<file path="config.mk">
export PLATFORM = sky130hd
export DESIGN_NAME = spi_draw_queue
export DESIGN_NICKNAME = d
export VERILOG_FILES = /design/src/rtl/spi_draw_queue_pkg.sv /design/src/rtl/draw_fifo.sv /design/src/rtl/spi_draw_queue.sv
export VERILOG_INCLUDE_DIRS = /design/src /design/src/rtl
export SDC_FILE = /design/constraint.sdc
export NUM_CORES = 1
export LEC_CHECK = 0
export BUFFER_PORTS_ARGS = -buffer_cell sky130_fd_sc_hd__buf_2
export CAP_MARGIN = 20
export CORE_MARGIN = 2
export CORE_UTILIZATION = 39
export DETAILED_ROUTE_END_ITERATION = 16
export GPL_ROUTABILITY_DRIVEN = 0
export PLACE_DENSITY = 0.59
export SLEW_MARGIN = 10
export SYNTH_ARGS = -nofsm -noshare
export SYNTH_HDL_FRONTEND = slang
export SYNTH_SLANG_ARGS = --single-unit
</file>
<file path="constraint.sdc">
create_clock -name clock -period 8.9 [get_ports clock]
set_clock_uncertainty 0.1 [all_clocks]
set_input_delay 1.78 -clock clock [delete_from_list [all_inputs] [get_ports clock]]
set_output_delay 1.78 -clock clock [all_outputs]
set_load 0.03 [all_outputs]
</file>
<file path="src/rtl/params.vh">
// Command byte values and sprite table size shared by the SPI command parser.
`ifndef SPI_DRAW_QUEUE_PARAMS_VH
`define SPI_DRAW_QUEUE_PARAMS_VH
localparam logic [7:0] COMMAND_DRAW_SPRITE = 8'hA1;
localparam logic [7:0] COMMAND_SAVE_SPRITE = 8'hA2;
localparam int         SPRITE_NUM          = 64;
`endif

</file>
<file path="src/rtl/spi_draw_queue_pkg.sv">
// Shared types and constants for the SPI draw-command queue.
package spi_draw_queue_pkg;
    `include "params.vh"

    localparam int SPRITE_W = (SPRITE_NUM > 1) ? $clog2(SPRITE_NUM) : 1;

    localparam logic [1:0] ST_CMD     = 2'd0;
    localparam logic [1:0] ST_COLLECT = 2'd1;
    localparam logic [1:0] ST_SKIP    = 2'd2;

    typedef struct packed {
        logic [SPRITE_W-1:0] sprite;
        logic [15:0]         x;
        logic [15:0]         y;
        logic [7:0]          flags;
    } draw_entry_t;
endpackage

</file>
<file path="src/rtl/draw_fifo.sv">
// First-word-fall-through FIFO of draw entries with a sticky drop flag.
module draw_fifo
    import spi_draw_queue_pkg::*;
#(
    parameter int DEPTH = 16
) (
    input  logic                   clock,
    input  logic                   reset,
    input  logic                   push,
    input  draw_entry_t            push_data,
    output logic                   full,
    input  logic                   pop,
    output draw_entry_t            pop_data,
    output logic                   empty,
    output logic [$clog2(DEPTH):0] count,
    output logic                   overflow
);
    localparam int PW = $clog2(DEPTH);
    localparam int CW = PW + 1;

    draw_entry_t   mem [DEPTH];
    logic [PW-1:0] wr_ptr;
    logic [PW-1:0] rd_ptr;
    logic [CW-1:0] cnt;
    logic          ovf;
    logic          do_push;
    logic          do_pop;

    assign empty    = (cnt == '0);
    assign full     = (cnt == CW'(DEPTH));
    assign do_pop   = pop & ~empty;
    // A pop in the same cycle frees the slot, so a push into a full queue still lands.
    assign do_push  = push & (~full | do_pop);
    assign count    = cnt;
    assign overflow = ovf;
    assign pop_data = empty ? '0 : mem[rd_ptr];

    always_ff @(posedge clock) begin
        if (do_push) begin
            mem[wr_ptr] <= push_data;
        end
    end

    always_ff @(posedge clock) begin
        if (reset) begin
            wr_ptr <= '0;
            rd_ptr <= '0;
            cnt    <= '0;
            ovf    <= 1'b0;
        end else begin
            if (do_push) begin
                wr_ptr <= wr_ptr + PW'(1);
            end
            if (do_pop) begin
                rd_ptr <= rd_ptr + PW'(1);
            end
            case ({do_push, do_pop})
                2'b10:   cnt <= cnt + CW'(1);
                2'b01:   cnt <= cnt - CW'(1);
                default: cnt <= cnt;
            endcase
            if (push && !do_push) begin
                ovf <= 1'b1;
            end
        end
    end
endmodule

</file>
<file path="src/rtl/spi_draw_queue.sv">
// Parses SPI draw/save commands from an asynchronous byte strobe and queues draw entries.
module spi_draw_queue
    import spi_draw_queue_pkg::*;
#(
    parameter int DEPTH         = 16,
    parameter int SKIP_SAVE_LEN = 513
) (
    input  logic                   clock,
    input  logic                   reset,
    input  logic                   enable,
    input  logic                   data_clk,
    input  logic [7:0]             data,
    output logic                   draw_valid,
    input  logic                   draw_ready,
    output logic [SPRITE_W-1:0]    draw_sprite,
    output logic [15:0]            draw_x,
    output logic [15:0]            draw_y,
    output logic [7:0]             draw_flags,
    output logic [$clog2(DEPTH):0] queue_count,
    output logic                   overflow,
    output logic [1:0]             fsm_state
);
    localparam int CNT_W = $clog2(SKIP_SAVE_LEN + 1);

    logic                en_s1, en_s2;
    logic                dc_s1, dc_s2, dc_prev;
    logic [1:0]          state;
    logic [2:0]          idx;
    logic [CNT_W-1:0]    skip_cnt;
    logic [SPRITE_W-1:0] sprite_r;
    logic [15:0]         x_r;
    logic [15:0]         y_r;
    logic                byte_evt;
    logic                push;
    logic                full;
    logic                empty;
    draw_entry_t         push_entry;
    draw_entry_t         head;

    // One byte per falling edge of the synchronised strobe; data has been stable since it fell.
    assign byte_evt  = dc_prev & ~dc_s2;
    assign push      = byte_evt & en_s2 & (state == ST_COLLECT) & (idx == 3'd5);
    assign fsm_state = state;

    always_comb begin
        push_entry        = '0;
        push_entry.sprite = sprite_r;
        push_entry.x      = x_r;
        push_entry.y      = y_r;
        push_entry.flags  = data;
    end

    always_ff @(posedge clock) begin
        if (reset) begin
            en_s1    <= 1'b0;
            en_s2    <= 1'b0;
            dc_s1    <= 1'b0;
            dc_s2    <= 1'b0;
            dc_prev  <= 1'b0;
            state    <= ST_CMD;
            idx      <= '0;
            skip_cnt <= '0;
            sprite_r <= '0;
            x_r      <= '0;
            y_r      <= '0;
        end else begin
            en_s1   <= enable;
            en_s2   <= en_s1;
            dc_s1   <= data_clk;
            dc_s2   <= dc_s1;
            dc_prev <= dc_s2;
            if (!en_s2) begin
                state    <= ST_CMD;
                idx      <= '0;
                skip_cnt <= '0;
            end else if (byte_evt) begin
                case (state)
                    ST_CMD: begin
                        if (data == COMMAND_DRAW_SPRITE) begin
                            state <= ST_COLLECT;
                            idx   <= '0;
                        end else if (data == COMMAND_SAVE_SPRITE) begin
                            state    <= ST_SKIP;
                            skip_cnt <= CNT_W'(SKIP_SAVE_LEN);
                        end
                    end
                    ST_COLLECT: begin
                        idx <= idx + 3'd1;
                        case (idx)
                            3'd0: sprite_r   <= data[SPRITE_W-1:0];
                            3'd1: x_r[15:8]  <= data;
                            3'd2: x_r[7:0]   <= data;
                            3'd3: y_r[15:8]  <= data;
                            3'd4: y_r[7:0]   <= data;
                            default: begin
                                state <= ST_CMD;
                                idx   <= '0;
                            end
                        endcase
                    end
                    ST_SKIP: begin
                        skip_cnt <= skip_cnt - CNT_W'(1);
                        if (skip_cnt <= CNT_W'(1)) begin
                            state <= ST_CMD;
                        end
                    end
                    default: state <= ST_CMD;
                endcase
            end
        end
    end

    draw_fifo #(.DEPTH(DEPTH)) u_fifo (
        .clock     (clock),
        .reset     (reset),
        .push      (push),
        .push_data (push_entry),
        .full      (full),
        .pop       (draw_ready),
        .pop_data  (head),
        .empty     (empty),
        .count     (queue_count),
        .overflow  (overflow)
    );

    assign draw_valid  = ~empty;
    assign draw_sprite = head.sprite;
    assign draw_x      = head.x;
    assign draw_y      = head.y;
    assign draw_flags  = head.flags;
endmodule

</file>
==> results.py, run 1 <==
metrics = {
    "cells_and_area": {
        "nFillCells": 6720,
        "drive_gt1_share_pct": 24.57,
        "diodes": 0,
        "syn2layout_area_growth_pct": 12.77,
        "final_cells": 2690,
        "num-nets-final": 1603,
        "final_core_utilization_pct": 44.48,
    },
    "clocking": {
        "clk_path_buf_depth": 3,
        "cts_tree": "yes",
        "clock_latency_ns": 0.62,
        "cts_resized": 0,
        "htreeDepth": 3,
        "cts_root_buffer": "clkbuf_16",
        "cts_hold_buf": 0,
        "cts_setup_buffers": 0,
        "cts_sinks": 812,
        "cts_buffers": 80,
        "clk_pin_slew_ns": 0.06,
    },
    "timing": {
        "max_freq_mhz": 180.2,
        "min_period_over_period_pct": 62.36,
        "finalHoldViolations": 0,
        "min_period_ns": 5.550,
        "tightest_slew_ns": 1.149,
        "tns_ns": 0,
        "rsz0062_at_grt": "no",
        "setup_viol": 0,
        "fin_ws_ns": 3.350,
        "slew_viol_final": 0,
        "slew_headroom_pct": 23.38,
    },
    "synthesis": {
        "synth_cells": 1493,
        "ys_seq_elements": 812,
        "synth_nets": 1522,
        "synth_ff_type": "edfxtp_1",
        "synth_top_area_share_pct": 70.81,
        "async_reset_ff_share_pct": 0,
        "netlist_top_cells_area": "edfxtp_1 (71%), mux4_2 (13%), dfxtp_1 (4.9%)",
        "yosysWarnings": 0,
        "synth-edff-count": 736,
        "syn_avg_cell_area_sq_um": 20.90,
        "synth_area_sq_um": 31210,
        "synth_commonest_cells": "edfxtp_1 (736), mux4_2 (184), mux2i_1 (135)",
        "synthMostInstantiatedCell": "edfxtp_1",
        "yosysTopAreaCell": "edfxtp_1",
        "post_synth_num_cell_types": 57,
        "seq_area_frac_synth_pct": 75.69,
    },
    "die": {
        "initial_core_util_pct": 39.44,
        "die_y_um": 286.9,
        "dieWidth_um": 286.9,
        "ios": 68,
        "row_count": 103,
        "core_sq_um": 79130,
        "die_area_sq_um": 82300,
    },
    "setup_path": {
        "critPathMaxStageDelay_ns": 0.71,
        "path_cells": "or4_1 -> nor2_1 -> or2_2 -> buf_4 -> o22ai_1 -> buf_2",
        "critical-path-top-delay-family": "simple AND/OR/NAND/NOR gates",
        "start_kind": "flip-flop",
        "crit_arrival_ns": 3.67,
        "crit_slowest_cell": "or4_1",
        "cp_num_buf_inv": 2,
        "critPathRequiredTime_ns": 7.02,
        "cp_max_fo": 28,
        "end_kind": "output pin",
        "crit_type": "reg -> out",
    },
    "drt": {
        "dr_wl_met2_um": 34390,
        "top_layer_used": "met4",
        "route.met3.wl_um": 3467,
        "drtIter0Drc": 1450,
        "drt-total-wl_um": 71160,
        "antenna_left": 0,
        "routedWlPerCell_um": 26.45,
        "via_per_inst": 5.525,
        "first_pass_iters": 5,
        "post-route-drc-count": 0,
        "vias": 14860,
        "drt-met1-wl_um": 31780,
    },
    "place": {
        "hpwlAfterDp_um": 32260,
        "post-place-ws_ns": 3.984,
        "io_buffers": 67,
        "dp.cells": 2542,
    },
    "min_path": {
        "min_path_type": "reg -> reg",
    },
    "power": {
        "power.total_mw": 7.717,
        "powerDensity_nw_per_um2": 219.3,
        "max-vdd-ir-drop_mv": 0.1481,
        "power.leakage_nw": 11.51,
    },
    "run": {
        "maxCapViolations": 0,
    },
    "grt": {
        "grt_util_all_layers_pct": 17.39,
        "grt_max_degree": 165,
        "grt_pass1_wl_um": 103900,
        "grt-ovfl-total": 0,
        "grt_pass1_vias": 15590,
        "antenna_found_initial": 1,
    },
    "run_status": {
        "status": "complete, no violations",
    },
}
[logic make-up (layout without fill, tap and decap cells)]
family	Yosys count	count (layout)	synth area share, %
AOI/OAI and AO/OA	100	100	2.057
xor gates and xnor gates	6	6	0.1684
adders and majority gates	16	16	0.6414
buffers and inverters	90	237	1.191
DFF	812	812	75.69
muxes	319	319	17.61
and+or+nand+nor	150	150	2.646
[power by group]
| part | internal [mW] | switching (mW) |
|---|---|---|
| clock network | 1.83 | 1.42 |
| logic | 0.142 | 0.200 |
| registers | 4.11 | 0.0129 |
| total | 6.08 | 1.63 |
[registers in the layout (all words and copies together), names as in the netlist, 3 cells and up, named ones only]
register / count
idx: 3
skip_cnt: 10
sprite_r: 6
u_fifo.count: 5
u_fifo.mem: 736
u_fifo.rd_ptr: 4
u_fifo.wr_ptr: 4
x_r: 16
y_r: 16
[final cells by class]
cell class                      instances  area, sq um  area share, %
Inverter                               13        48.80         0.1386
Multi-Input combinational cell        591         7263          20.64
Tap cell                             1050         1314          3.733
Timing Repair Buffer                   76        427.9          1.216
Clock buffer                          110         2166          6.154
Clock inverter                         38        341.6         0.9705
Sequential cell                       812        23630          67.15
[path summary, 6_finish.rpt]
check             slack [ns]                      endpoint  depth (start not counted)                    startpoint
setup / recovery        3.35                 draw_flags[3]                          6  u_fifo.count[1]$_SDFFE_PP0P_
hold / removal          0.34              en_s2$_SDFF_PP0_                          1              en_s1$_SDFF_PP0_
hold reg to reg         0.34              en_s2$_SDFF_PP0_                          1              en_s1$_SDFF_PP0_
setup reg to reg        4.68  u_fifo.count[4]$_SDFFE_PP0P_                         10     fsm_state[0]$_SDFFE_PP0P_
[per-stage QoR]
stage,hold WS [ns],area (sq um)
after floorplan,0.3138,31210
after global placement,0.3180,32690
after detailed placement,0.3248,32690
after CTS,0.3386,35200
after global routing,0.3598,35200
final,0.3365,35200
[metal layers]
metal | track usage [%] | vias to the layer above
met5 | 0 | -
met4 | 5.260 | 0
met3 | 2.421 | 100
met2 | 28.01 | 367
met1 | 24.72 | 8014
li1 | - | 6382
[placed cells by master, fill, tap and decap left out, types with 8 or more instances in the layout]
| cell type | instances |
|---|---|
| mux4_2 | 184 |
| and2_4 | 12 |
| o22ai_1 | 47 |
| nor2b_1 | 8 |
| a21oi_1 | 18 |
| inv_1 | 13 |
| clkbuf_1 | 26 |
| nor2_1 | 56 |
| mux2i_1 | 135 |
| clkbuf_16 | 81 |
| nand2_1 | 12 |
| dfxtp_1 | 73 |
| nand4_1 | 8 |
| ha_1 | 16 |
| buf_2 | 67 |
| clkinv_1 | 9 |
| or4_1 | 8 |
| clkinv_2 | 14 |
| edfxtp_1 | 736 |
Power figures use the tool's default switching activity.
==> run 2, diff against run 1 <==
- PLACE_DENSITY: 0.59 -> 0.61
- clock period: 8.9 -> 4.5 ns (I/O delays scaled with it)
==> run 2 against run 1 <==
Sequential power up 97%. Critical endpoint is now draw_flags[5]. Critical path type unchanged. Critical path depth down 1. Core utilization up 0.47 points. Total power up 97%. Largest power group unchanged. Design area up 1.1%. Sequential share of layout area down 0.70 points.
==> results.py, run 2 (synthesis results as in run 1) <==
metrics = {
    "setup_path": {
        "crit_type": "reg -> out",
        "critPathRequiredTime_ns": 3.50,
        "start_kind": "flip-flop",
        "crit_arrival_ns": 3.13,
        "cp_max_fo": 19,
        "end_kind": "output pin",
        "r2r-start": "u_fifo.count[1]$_SDFFE_PP0P_",
        "crit_start": "u_fifo.count[1]$_SDFFE_PP0P_",
    },
    "power": {
        "max-vdd-ir-drop_mv": 0.2631,
        "power.total_mw": 15.24,
        "power.leakage_nw": 11.71,
        "powerDensity_nw_per_um2": 428.4,
    },
    "grt": {
        "grt_max_degree": 67,
        "antenna_found_initial": 1,
        "grt_util_all_layers_pct": 17.20,
        "grt_pass1_wl_um": 103500,
        "grt_pass1_vias": 15480,
        "grt-ovfl-total": 0,
    },
    "cells_and_area": {
        "final_common_cell": "edfxtp_1",
        "top_regs": "u_fifo.mem: 736 flops, x_r: 16 flops, y_r: 16 flops",
        "seqCellArea_sq_um": 23630,
        "drive_gt1_share_pct": 26.01,
        "regMostFlops": "u_fifo.mem",
        "num-nets-final": 1632,
        "diodes": 0,
        "multiInputGateArea_sq_um": 7247,
        "nFillCells": 6697,
        "largest_reg_flops": 736,
        "syn2layout_area_growth_pct": 13.96,
        "final_cell_mix": "edfxtp_1 (736), mux4_2 (184), mux2i_1 (135)",
        "final_cells": 2715,
    },
    "drt": {
        "routedWlPerCell_um": 25.85,
        "vias": 15010,
        "drtIter0Drc": 1367,
        "drt-total-wl_um": 70190,
        "via_per_inst": 5.528,
        "antenna_left": 0,
        "first_pass_iters": 5,
        "post-route-drc-count": 0,
    },
    "min_path": {
        "holdCritStartpoint": "dc_s1$_SDFF_PP0_",
        "min_path_type": "reg -> reg",
    },
    "run": {
        "maxCapViolations": 0,
    },
    "die": {
        "initial_core_util_pct": 39.44,
        "dieWidth_um": 286.9,
        "core_sq_um": 79130,
        "die_y_um": 286.9,
        "die_area_sq_um": 82300,
        "ios": 68,
        "row_count": 103,
    },
    "timing": {
        "tightest_slew_ns": 1.053,
        "setup_viol": 0,
        "tns_ns": 0,
        "slew_headroom_pct": 29.82,
        "finalHoldViolations": 0,
        "max_freq_mhz": 242.0,
        "min_period_over_period_pct": 91.84,
        "rsz0062_at_grt": "no",
        "min_period_ns": 4.133,
        "slew_viol_final": 0,
    },
    "place": {
        "dp.cells": 2571,
        "hpwlAfterDp_um": 37110,
        "io_buffers": 67,
    },
    "clocking": {
        "cts_resized": 0,
        "cts_setup_buffers": 0,
        "cts_buffers": 80,
        "cts_sinks": 812,
        "cts_root_buffer": "clkbuf_16",
        "clk_path_buf_depth": 3,
        "clk_pin_slew_ns": 0.06,
        "cts_hold_buf": 0,
        "clock_latency_ns": 0.61,
        "cts_tree": "yes",
        "htreeDepth": 3,
    },
    "run_status": {
        "status": "complete, no violations",
    },
}
run 2: changes by cell type in the layout (fill, tap and decap cells not counted), moves of 4 or more:
cell	before	now
buf_4	7	22
buf_12	2	16
and2_2	0	12
and2_4	12	0
clkbuf_8	3	8
clkbuf_1	26	22
run 2: through the flow:
stage                     util, %  hold WS, ns  cell area, sq um  setup WS, ns
after global routing        44.95       0.3659             35570        0.2380
after detailed placement    41.79       0.3304             33060        0.7017
after global placement      41.79       0.3205             33060        0.8535
after floorplan                 -       0.3138             31210        0.8901
after CTS                   44.95       0.3451             35570        0.3395
final                       44.95       0.3376             35570        0.3673
run 2: final cells by class:
cell class	count	share of cell area, %
clock inverter	32	0.7247
inverter	13	0.1372
clock buffer	112	6.311
sequential	812	66.45
tap	1050	3.694
multi-input combinational	591	20.38
timing repair buffer	105	2.308
run 2: worst paths after layout:
check	end	slack (ns)	depth (start not counted)
worst max register to register	u_fifo.count[4]$_SDFFE_PP0P_	0.64	10
worst min-delay path	dc_s2$_SDFF_PP0_	0.34	1
worst min register to register	dc_s2$_SDFF_PP0_	0.34	1
worst max-delay path	draw_flags[5]	0.37	5
run 2: worst max-delay path, stage by stage, from the launching register on:
cell     delay (ns)
dfxtp_1        0.39
or4_1          0.70
o21ai_4        0.55
buf_4          0.41
o22ai_1        0.21
buf_2          0.23
run 2: metal layers:
metal	global-route usage (%)	wire length (um)	vias to the layer above
met2	28.31	34540	448
met1	23.76	30550	8016
li1	-	-	6437
met4	4.727	1344	2
met3	2.929	3747	105
met5	0	7	-
run 2: power by group:
part / switching (mW) / total, mW / internal, mW
Combinational: 0.414 / 0.716 / 0.302
Clock: 2.73 / 6.39 / 3.66
Sequential: 0.0118 / 8.13 / 8.12
Total: 3.15 / 15.2 / 12.1
